`src/rtl/sample_packer.sv`:
```
// Transmit-side gearbox: packs one-sample-per-handshake input into MAIN_TAP-lane words.
// Lane 0 holds the earliest sample; in_last closes a short, zero-padded word early.
module sample_packer #(
  parameter int MAIN_TAP         = 2,
  parameter int INPUT_DATA_WIDTH = 8,
  localparam int CNT_W           = $clog2(MAIN_TAP + 1)
) (
  input  logic                                 clk,
  input  logic                                 reset,
  input  logic                                 in_valid,
  output logic                                 in_ready,
  input  logic [INPUT_DATA_WIDTH-1:0]          in_data,
  input  logic                                 in_last,
  output logic                                 out_valid,
  input  logic                                 out_ready,
  output logic [INPUT_DATA_WIDTH*MAIN_TAP-1:0] out_data,
  output logic                                 out_last,
  output logic [CNT_W-1:0]                     out_lanes,
  output logic [15:0]                          word_count
);

  localparam int W  = INPUT_DATA_WIDTH;
  localparam int DW = INPUT_DATA_WIDTH * MAIN_TAP;
  localparam logic [CNT_W-1:0] LAST_LANE = CNT_W'(MAIN_TAP - 1);

  logic [CNT_W-1:0] cnt_q, cnt_d;
  logic [DW-1:0]    asm_q, asm_d;
  logic             out_valid_q, out_valid_d;
  logic [DW-1:0]    out_data_q, out_data_d;
  logic             out_last_q, out_last_d;
  logic [CNT_W-1:0] out_lanes_q, out_lanes_d;
  logic [15:0]      word_count_q, word_count_d;

  logic             closing_would_occur;
  logic             accept;
  logic             close;
  logic             xfer;
  logic [DW-1:0]    merged;
  logic [DW-1:0]    closed_word;

  // Only the closing sample can stall; filling lanes never waits on the output register.
  assign closing_would_occur = (cnt_q == LAST_LANE) || in_last;
  assign in_ready            = !closing_would_occur || !out_valid_q || out_ready;
  assign accept              = in_valid && in_ready;
  assign close               = accept && closing_would_occur;
  assign xfer                = out_valid_q && out_ready;

  generate
    for (genvar gi = 0; gi < MAIN_TAP; gi++) begin : g_lane
      assign merged[gi*W +: W] = (cnt_q == CNT_W'(gi)) ? in_data : asm_q[gi*W +: W];
      // Lanes beyond the closing sample are padding and must read as zero.
      assign closed_word[gi*W +: W] = (CNT_W'(gi) > cnt_q) ? '0 : merged[gi*W +: W];
    end
  endgenerate

  always_comb begin
    cnt_d = cnt_q;
    asm_d = asm_q;
    if (close) begin
      cnt_d = '0;
      asm_d = '0;
    end else if (accept) begin
      cnt_d = cnt_q + CNT_W'(1);
      asm_d = merged;
    end
  end

  always_comb begin
    out_valid_d  = out_valid_q;
    out_data_d   = out_data_q;
    out_last_d   = out_last_q;
    out_lanes_d  = out_lanes_q;
    word_count_d = word_count_q;
    if (xfer) begin
      out_valid_d  = 1'b0;
      word_count_d = word_count_q + 16'd1;
    end
    // A close in the same cycle as a transfer reloads the register and keeps it valid.
    if (close) begin
      out_valid_d = 1'b1;
      out_data_d  = closed_word;
      out_last_d  = in_last;
      out_lanes_d = cnt_q + CNT_W'(1);
    end
  end

  always_ff @(posedge clk or posedge reset) begin
    if (reset) begin
      cnt_q        <= '0;
      asm_q        <= '0;
      out_valid_q  <= 1'b0;
      out_data_q   <= '0;
      out_last_q   <= 1'b0;
      out_lanes_q  <= '0;
      word_count_q <= '0;
    end else begin
      cnt_q        <= cnt_d;
      asm_q        <= asm_d;
      out_valid_q  <= out_valid_d;
      out_data_q   <= out_data_d;
      out_last_q   <= out_last_d;
      out_lanes_q  <= out_lanes_d;
      word_count_q <= word_count_d;
    end
  end

  assign out_valid  = out_valid_q;
  assign out_data   = out_data_q;
  assign out_last   = out_last_q;
  assign out_lanes  = out_lanes_q;
  assign word_count = word_count_q;

endmodule

```
`config.mk`:
```
export PLATFORM = sky130hd
export DESIGN_NAME = sample_packer
export DESIGN_NICKNAME = d
export VERILOG_FILES = /design/src/rtl/sample_packer.sv
export SDC_FILE = /design/constraint.sdc
export NUM_CORES = 1
export LEC_CHECK = 0
export ABC_AREA = 0
export CORE_ASPECT_RATIO = 1.75
export CORE_UTILIZATION = 45
export DETAILED_ROUTE_END_ITERATION = 6
export GPL_TIMING_DRIVEN = 1
export PLACE_DENSITY = 0.78
export SYNTH_ARGS = -nofsm -noshare
export SYNTH_HDL_FRONTEND = slang
export SYNTH_SLANG_ARGS = --single-unit
```
`constraint.sdc`:
```
create_clock -name clk -period 1.7 [get_ports clk]
set_input_delay 0.34 -clock clk [delete_from_list [all_inputs] [get_ports clk]]
set_output_delay 0.34 -clock clk [all_outputs]
set_load 0.02 [all_outputs]
```
# Word level (Yosys, flattened, before mapping)
# Cells that the tools add are included.
# W data, S select, Z words.
dict set report totals {
  regBits 54
  out_inout_bits 37
  wordCells 33
}
dict set report classes {
  n_mux 10
  addsub 2
  magnitude_cmp 2
  eq_ne 1
  reduce_logical 11
}
# op n
set op_table {}
lappend op_table {{$mux W16} 2}
lappend op_table {{$mux W8} 4}
lappend op_table {{$add A16 B1 Y16 const B} 1}
lappend op_table {{$gt A1 B2 Y1 const A} 2}
lappend op_table {{$mux W2} 2}
lappend op_table {{$reduce_bool A2 Y1} 2}
lappend op_table {{$logic_and A1 B1 Y1} 3}
lappend op_table {{$logic_or A1 B1 Y1} 3}
lappend op_table {{$add A2 B1 Y2 const B} 1}
lappend op_table {{$eq A2 B1 Y1 const B} 1}
lappend op_table {{$logic_not A1 Y1} 2}
lappend op_table {{$logic_not A2 Y1} 1}
lappend op_table {{$mux W1} 2}

# Logic depth before layout (Yosys ltp)
# Gate-level depths: netlist (run 1).
dict set report depth {
  ltp_word 8
  depth_mapped 7
  depth_no_buf 6
}

# Least setup slack after synthesis (run 1)
# No wires, ideal clock.
dict set report synth_path {
  path_kind {register to register}
  start {register cnt_q[0]}
  end {register asm_q[0]}
  path_buffers 1
  stages_incl_launch_ff 5
  arrival_ns 1.383
  period_less_slack_ns 1.450
  path_slack_ns 0.250
  cell_sequence {dfrtp_1 -> ha_1 -> buf_4 -> o311ai_4 -> a22o_1}
}
dict set report synth_between {
  elab_chain_len 8
  elab_cells_between_ends 12
  cone_classes {eq/ne: 1; mux: 3; reduce/logical: 8}
}
# element line
set synth_rtl {}
lappend synth_rtl {{start, declared} 26} ;# logic [CNT_W-1:0] cnt_q, cnt_d;
lappend synth_rtl {{start signal, assigned} 97} ;# cnt_q <= cnt_d;
lappend synth_rtl {{$eq A2 B1 Y1} 42} ;# assign closing_would_occur = (cnt_q == LAST_LANE) || in_last;
lappend synth_rtl {{$logic_or A1 B1 Y1} 42}
lappend synth_rtl {{$logic_not A1 Y1} 43} ;# assign in_ready = !closing_would_occur || !out_valid_q || out_ready;
lappend synth_rtl {{$logic_or A1 B1 Y1 (2 in a row)} 43}
lappend synth_rtl {{$logic_and A1 B1 Y1} 44} ;# assign accept = in_valid && in_ready;
lappend synth_rtl {{$logic_and A1 B1 Y1} 45} ;# assign close = accept && closing_would_occur;
lappend synth_rtl {{$mux W16 or $reduce_bool A2 Y1 (tied branches)} --}
lappend synth_rtl {{end signal, assigned} 98} ;# asm_q <= asm_d;
lappend synth_rtl {{end, declared} 27} ;# logic [DW-1:0] asm_q, asm_d;
# Parallel ways exist; a longest one is shown, timed or not. The select of a mux whose other input is x is not followed.
# A chain may end at the register's enable or synchronous reset.

# Worst setup path after layout (run 1)
dict set report layout_path {
  start {register cnt_q[1]}
  end {output port in_ready}
}
dict set report layout_between {
  elab_chain_len 5
}
# element line
set layout_rtl {}
lappend layout_rtl {{$eq A2 B1 Y1} 42}
lappend layout_rtl {{$logic_or A1 B1 Y1} 42}
lappend layout_rtl {{$logic_not A1 Y1} 43}
lappend layout_rtl {{$logic_or A1 B1 Y1 (2 in a row)} 43}
lappend layout_rtl {{end, declared} 11} ;# output logic in_ready,
# No other way between the ends.

==> metrics.md, run 1 <==
| Metric | Value |
|---|---|
| Initial antenna violation count | `0` |
| PortBufs | `49` |
| CTS tree | `yes` |
| Crit path arrival time | `1320 ps` |
| DRC errors left | `10` |
| Width of the chip | `56.8 um` |
| Max-Cap Viols | `0` |
| Drt via density | `5.26` |
| Final hold violations | `0` |
| WL final | `4.44 mm` |
| Top-area cell type share of the netlist area | `57.2%` |
| CP Data Required Time | `1360 ps` |
| R2R Setup Slk | `120 ps` |
| Avg Cell Area, Syn | `12.5 sq um` |
| Post-synth top flop | `dfrtp_1` |
| Synth top area cells | `dfrtp_1 57%, mux2i_1 6.8%, nand2_1 3.8%` |
| DR iter-0 viols | `59` |
| Largest net degree at the start of global routing | `43` |
| Drt first pass iters | `6` |
| Die Y | `97.8 um` |
| GRT Resource Usage Total | `18.1%` |
| Tightest Pin Transition | `435 ps` |
| Synth area leader | `dfrtp_1` |
| CP startpoint kind | `register` |
| Post-DR wirelength/cell | `14.3 um` |
| Most frequent cells in the layout | `54 x dfrtp_1, 34 x clkdlybuf4s50_1, 24 x nand2_1` |
| Synth async-reset ratio | `100%` |
| Clk pin slew, worst setup/hold paths | `90 ps` |
| Hold slack | `297 ps` |
| Worst r2r path cells | `6` |
| Share of post-route cells with drive strength above 1 | `18.4%` |
| Inserted Clock Buffers | `5` |
| FMAX | `604 MHz` |
| P_leak | `0.00161 uW` |
| Clk_skew | `14.4 ps` |
| Status | `finished, violations left` |
| Clk sinks | `54` |
| Critical Path Fanout Max | `2` |
| Core area | `5020 sq um` |
| Hpwl dp | `3.22 mm` |
| Worst setup EP type | `primary output` |
| Post-DRT Antenna Nets | `0` |
| Post-Synthesis Cell Area | `2360 sq um` |
| Clock Tree Buf Depth | `2` |
| Clock Latency Late Sink | `300 ps` |
| Post-synthesis cell type count | `33` |
| Post-synthesis sequential area ratio | `57.2%` |
| Max-slew violations | `0` |
| Clock root cell | `clkbuf_8` |
| Most common cell after layout, fill and taps aside | `dfrtp_1` |
| Routability cong. | `0.824` |
| N_diodes | `0` |
| Die Footprint | `5550 sq um` |
| Failing checks | `DRC` |
| Max VDD drop | `0.870 mV` |
| Vias in the first global route | `1690` |
| PD cells | `1560 nW/um^2` |
| I/O Pins | `50` |
| Setup-failing EPs final | `0` |
| Hold Crit Class | `primary input to asynchronous set/reset pin` |
| Synth warnings | `0` |
| Post-Layout Cell Count | `310` |
| EDFF count, synth | `0` |
| Syn nets | `205` |
| Placed Cells | `301` |
| Area grow syn2layout | `34.5%` |
| Worst Setup Path Type | `register to primary output` |
| Synth Instances | `189` |
| Congestion Overflow GR | `0` |
| First-pass GRT wire length | `7.85 mm` |
| Crit path time final | `1660 ps` |
| Via count | `1632` |
| Yosys reg bits | `54` |
| FP Rows | `34` |
| Max transition margin | `70.9%` |
| H-tree depth | `2` |
| Final period utilization | `97.4%` |
| Initial Util | `47.1%` |
| Nets@finish | `271` |
[per-layer routing]
metal | GRT usage (%) | part of all wire, % | wire length [um] | up-vias
met4 | 7.88 | 2.3 | 102 | 0
met5 | 0 | 0 | 0 | -
met3 | 3.18 | 3.8 | 169 | 7
met2 | 30.8 | 53 | 2340 | 42
met1 | 22.3 | 41 | 1840 | 798
li1 | - | - | - | 785
[where the power goes]
part           switching, uW  internal [uW]
Combinational           1120           1110
Clock                    393            441
Sequential               261           1640
Total                   1780           3190
[synth_stat cells, types with 3 or more instances]
cell type and count:
o31ai_1 3, mux2i_1 16, nand3_1 5, o31ai_2 5
and2_1 9, and3_1 3, nor2_1 3, xnor2_1 10
o21ai_0 9, a22o_1 8, nand2_1 24, xor2_1 5
ha_1 3, buf_2 5, inv_1 4, dfrtp_1 54
[flip-flops by register name (all words and copies together) (netlist names)]
signal      count
asm_q          16
out_data       16
word_count     16
cnt_q           2
out_lanes       2
out_last        1
out_valid       1
[worst paths after layout]
check                                  to      startpoint
hold reg to reg            word_count[15]  word_count[15]
setup reg to reg                 asm_q[6]        cnt_q[1]
min in group clk           word_count[15]  word_count[15]
hold / removal              word_count[5]           reset
max in group asynchronous        asm_q[5]           reset
setup / recovery                 in_ready        cnt_q[1]
[critical path, stage by stage (launching register included)]
cell	delay, ps
dfrtp_1	390
inv_2	90
ha_4	140
nor2_4	40
or2_4	230
buf_6	130
[cell type report]
cell class	instances	area, sq um
clock buffer	7	76.3
clock inverter	1	30.0
fill	399	1840
inverter	4	15.0
multi-input combinational	122	953
sequential	54	1350
tap	54	67.6
timing repair buffer	68	684
[timing repair]
item                       in CTS  in global routing
setup buffers                   0                  1
setup endpoints to repair       7                  9
pin swaps                       0                  1
resized for setup              15                  8
hold buffers                    0                  0
[metrics by stage]
stage / power, uW / setup TNS, ps / instance area, sq um / setup slack (ps) / utilization (%)
3_5_place_dp: 4180 / -1090 / 3040 / -340 / 60.5
5_1_grt: 5290 / -1.06 / 3180 / -1.06 / 63.3
6_report: 4970 / 0 / 3180 / 44.1 / 63.3
3_3_place_gp: 4140 / -653 / 3040 / -322 / 60.5
4_1_cts: 5020 / 0 / 3150 / 2.75 / 62.8
2_1_floorplan: 3230 / 0 / 2360 / 45.4 / -
[cell families after synthesis]
kind of cell | after synthesis | synth area share, %
XOR/XNOR | 15 | 5.56
multiplexers | 18 | 7.73
adder cells (fa/ha/maj) | 3 | 1.59
AND/OR/NAND/NOR | 56 | 14.0
flip-flops | 54 | 57.2
AO/OA/AOI/OAI | 30 | 10.9
buffers and inverters | 13 | 2.97
Power figures use the tool's default switching activity.
==> inputs of run 2 (changes only) <==
CAP_MARGIN = 20   (was not set)
==> results of run 2 <==
Same layout as run 1: the final DEF is identical, and so are final timing and power.
==> inputs of run 3 (changes only) <==
CELL_PAD_IN_SITES_DETAIL_PLACEMENT = 0   (was not set)
CELL_PAD_IN_SITES_GLOBAL_PLACEMENT = 1   (was not set)
CORE_UTILIZATION = 40   (was 45)
PLACE_DENSITY = 0.82   (was 0.78)
clock period = 1.85 ns   (was 1.7 ns; I/O delays follow)
==> run 3 against run 2 <==
Effect of this change: the flow now finishes without violations; combinational power shrank 9.8%; worst hold slack better by 38 ps; setup slack improved by 45 ps; register-to-register slack gained 180 ps; global-route usage decreased by 2.0 points; flip-flop and latch count is the same; clock skew fell by 8.6 ps; non-clock buffer count decreased by 4; critical path depth did not move.
==> metrics.md, run 3 (synthesis gave the netlist of run 1 again) <==
| Metric | Value |
|---|---|
| Max-Cap Viols | `0` |
| Drt via density | `4.83` |
| Die Y | `104 um` |
| Inserted Clock Buffers | `5` |
| Initial Util | `42.0%` |
| Fill cells | `509` |
| CP Data Required Time | `1480 ps` |
| Worst r2r path cells | `6` |
| Clk sinks | `54` |
| Share of post-route cells with drive strength above 1 | `17.5%` |
| Final setup margin | `89.2 ps` |
| Drt first pass iters | `4` |
| Hold slack | `335 ps` |
| PortBufs | `49` |
| Worst Setup Path Type | `register to primary output` |
| Post-DR wirelength/cell | `13.6 um` |
| FMAX | `568 MHz` |
| H-tree depth | `2` |
| I/O Pins | `50` |
| WL final | `4.48 mm` |
| GRT Resource Usage Total | `16.1%` |
| Initial antenna violation count | `0` |
| FP Rows | `36` |
| Die Footprint | `6230 sq um` |
| DRC errors left | `0` |
| Worst setup EP type | `primary output` |
| Clock Latency Late Sink | `300 ps` |
| Most common cell after layout, fill and taps aside | `dfrtp_1` |
| Final period utilization | `95.2%` |
| Via count | `1584` |
| Congestion Overflow GR | `0` |
| Max transition margin | `70.3%` |
| Largest net degree at the start of global routing | `42` |
| Critical path startpoint | `cnt_q[1]` |
| Vias in the first global route | `1580` |
| Tightest Pin Transition | `444 ps` |
| Hold_buf cts | `0` |
| Area grow syn2layout | `33.3%` |
| Status | `finished, final reports clean` |
| First-pass GRT wire length | `7.53 mm` |
| Crit path time final | `1760 ps` |
| PD cells | `1440 nW/um^2` |
| Post-CTS Setup Bufs | `0` |
| Clk pin slew, worst setup/hold paths | `90 ps` |
| Hold Crit Class | `primary input to asynchronous set/reset pin` |
| N_diodes | `0` |
| Critical Path Fanout Max | `2` |
| Clock root cell | `clkbuf_8` |
| P_leak | `0.00145 uW` |
| Nets@finish | `267` |
| Unrepaired setup endpoints after global routing | `false` |
| Routability cong. | `0.728` |
| Hpwl dp | `3.32 mm` |
| Final hold violations | `0` |
| DR iter-0 viols | `49` |
| Max-slew violations | `0` |
| Max VDD drop | `0.729 mV` |
| CTS tree | `yes` |
| Width of the chip | `60.1 um` |
| Worst R2R Start | `cnt_q[0]` |
| CP startpoint kind | `register` |
| Dpl ws | `-238 ps` |
| Clk_skew | `5.72 ps` |
| Core area | `5630 sq um` |
| Clock Tree Buf Depth | `2` |
| Crit path arrival time | `1390 ps` |
| Setup-failing EPs final | `0` |
| Post-DRT Antenna Nets | `0` |
| Layout Utilization | `55.9%` |
| Most frequent cells in the layout | `54 x dfrtp_1, 46 x clkdlybuf4s50_1, 24 x nand2_1` |
[run 3: cell types whose count changed in the layout (fill, tap and decap cells not counted), sizes merged]
cell	change
dlygate4sd2	-5
clkdlybuf4s50	+12
buf	-4
dlymetal6s2s	-7
clkinv	+2
clkbuf	-2
[run 3: per-stage QoR]
stage               instance area, sq um  instances  power (uW)  TNS, ps
floorplan                           2360        189        2970        0
global placement                    3030        320        3770     -233
detailed placement                  3030        320        3800     -238
CTS                                 3140        328        4580        0
global route                        3150        328        4830        0
finish                              3150        328        4530        0
[run 3: final timing paths]
check	end	slack, ps
max	in_ready	90
min in group clk	out_data[7]	480
min reg2reg	out_data[7]	480
max in group asynchronous	asm_q[2]	1010
min	word_count[5]	330
max reg2reg	out_data[0]	300
[run 3: power breakdown]
part | internal (uW) | switching [uW]
Clock | 398 | 363
Sequential | 1510 | 244
Combinational | 993 | 1030
[run 3: layer usage]
layer | vias to the layer above | GRT usage [%] | part of all wire (%)
li1 | 777 | - | -
met4 | 0 | 5.98 | 1.9
met3 | 6 | 3.75 | 3.8
met2 | 39 | 27.1 | 53
met1 | 762 | 19.1 | 41
met5 | - | 0 | 0
[run 3: critical path: stages (launching register included)]
cell,delay (ps)
dfrtp_1,380
inv_1,110
ha_4,160
nor2_4,40
or2_4,240
buf_2,160
[run 3: what timing repair did]
| item | CTS | global route |
|---|---|---|
| endpoints found under the hold margin | 0 | 0 |
| gates resized for setup | 6 | 2 |
| pin swaps | 0 | 0 |
| setup endpoints to repair | 2 | 2 |
[run 3: layout make-up]
cell class | count | area [sq um] | area share [%]
flip-flops and latches | 54 | 1350 | 42.9
multi-input cells | 122 | 953 | 30.3
repair buffers | 64 | 624 | 19.8
well taps | 76 | 95.1 | 3.02
clock buffers | 5 | 68.8 | 2.19
clock inverters | 3 | 40.0 | 1.27
inverters | 4 | 15.0 | 0.477
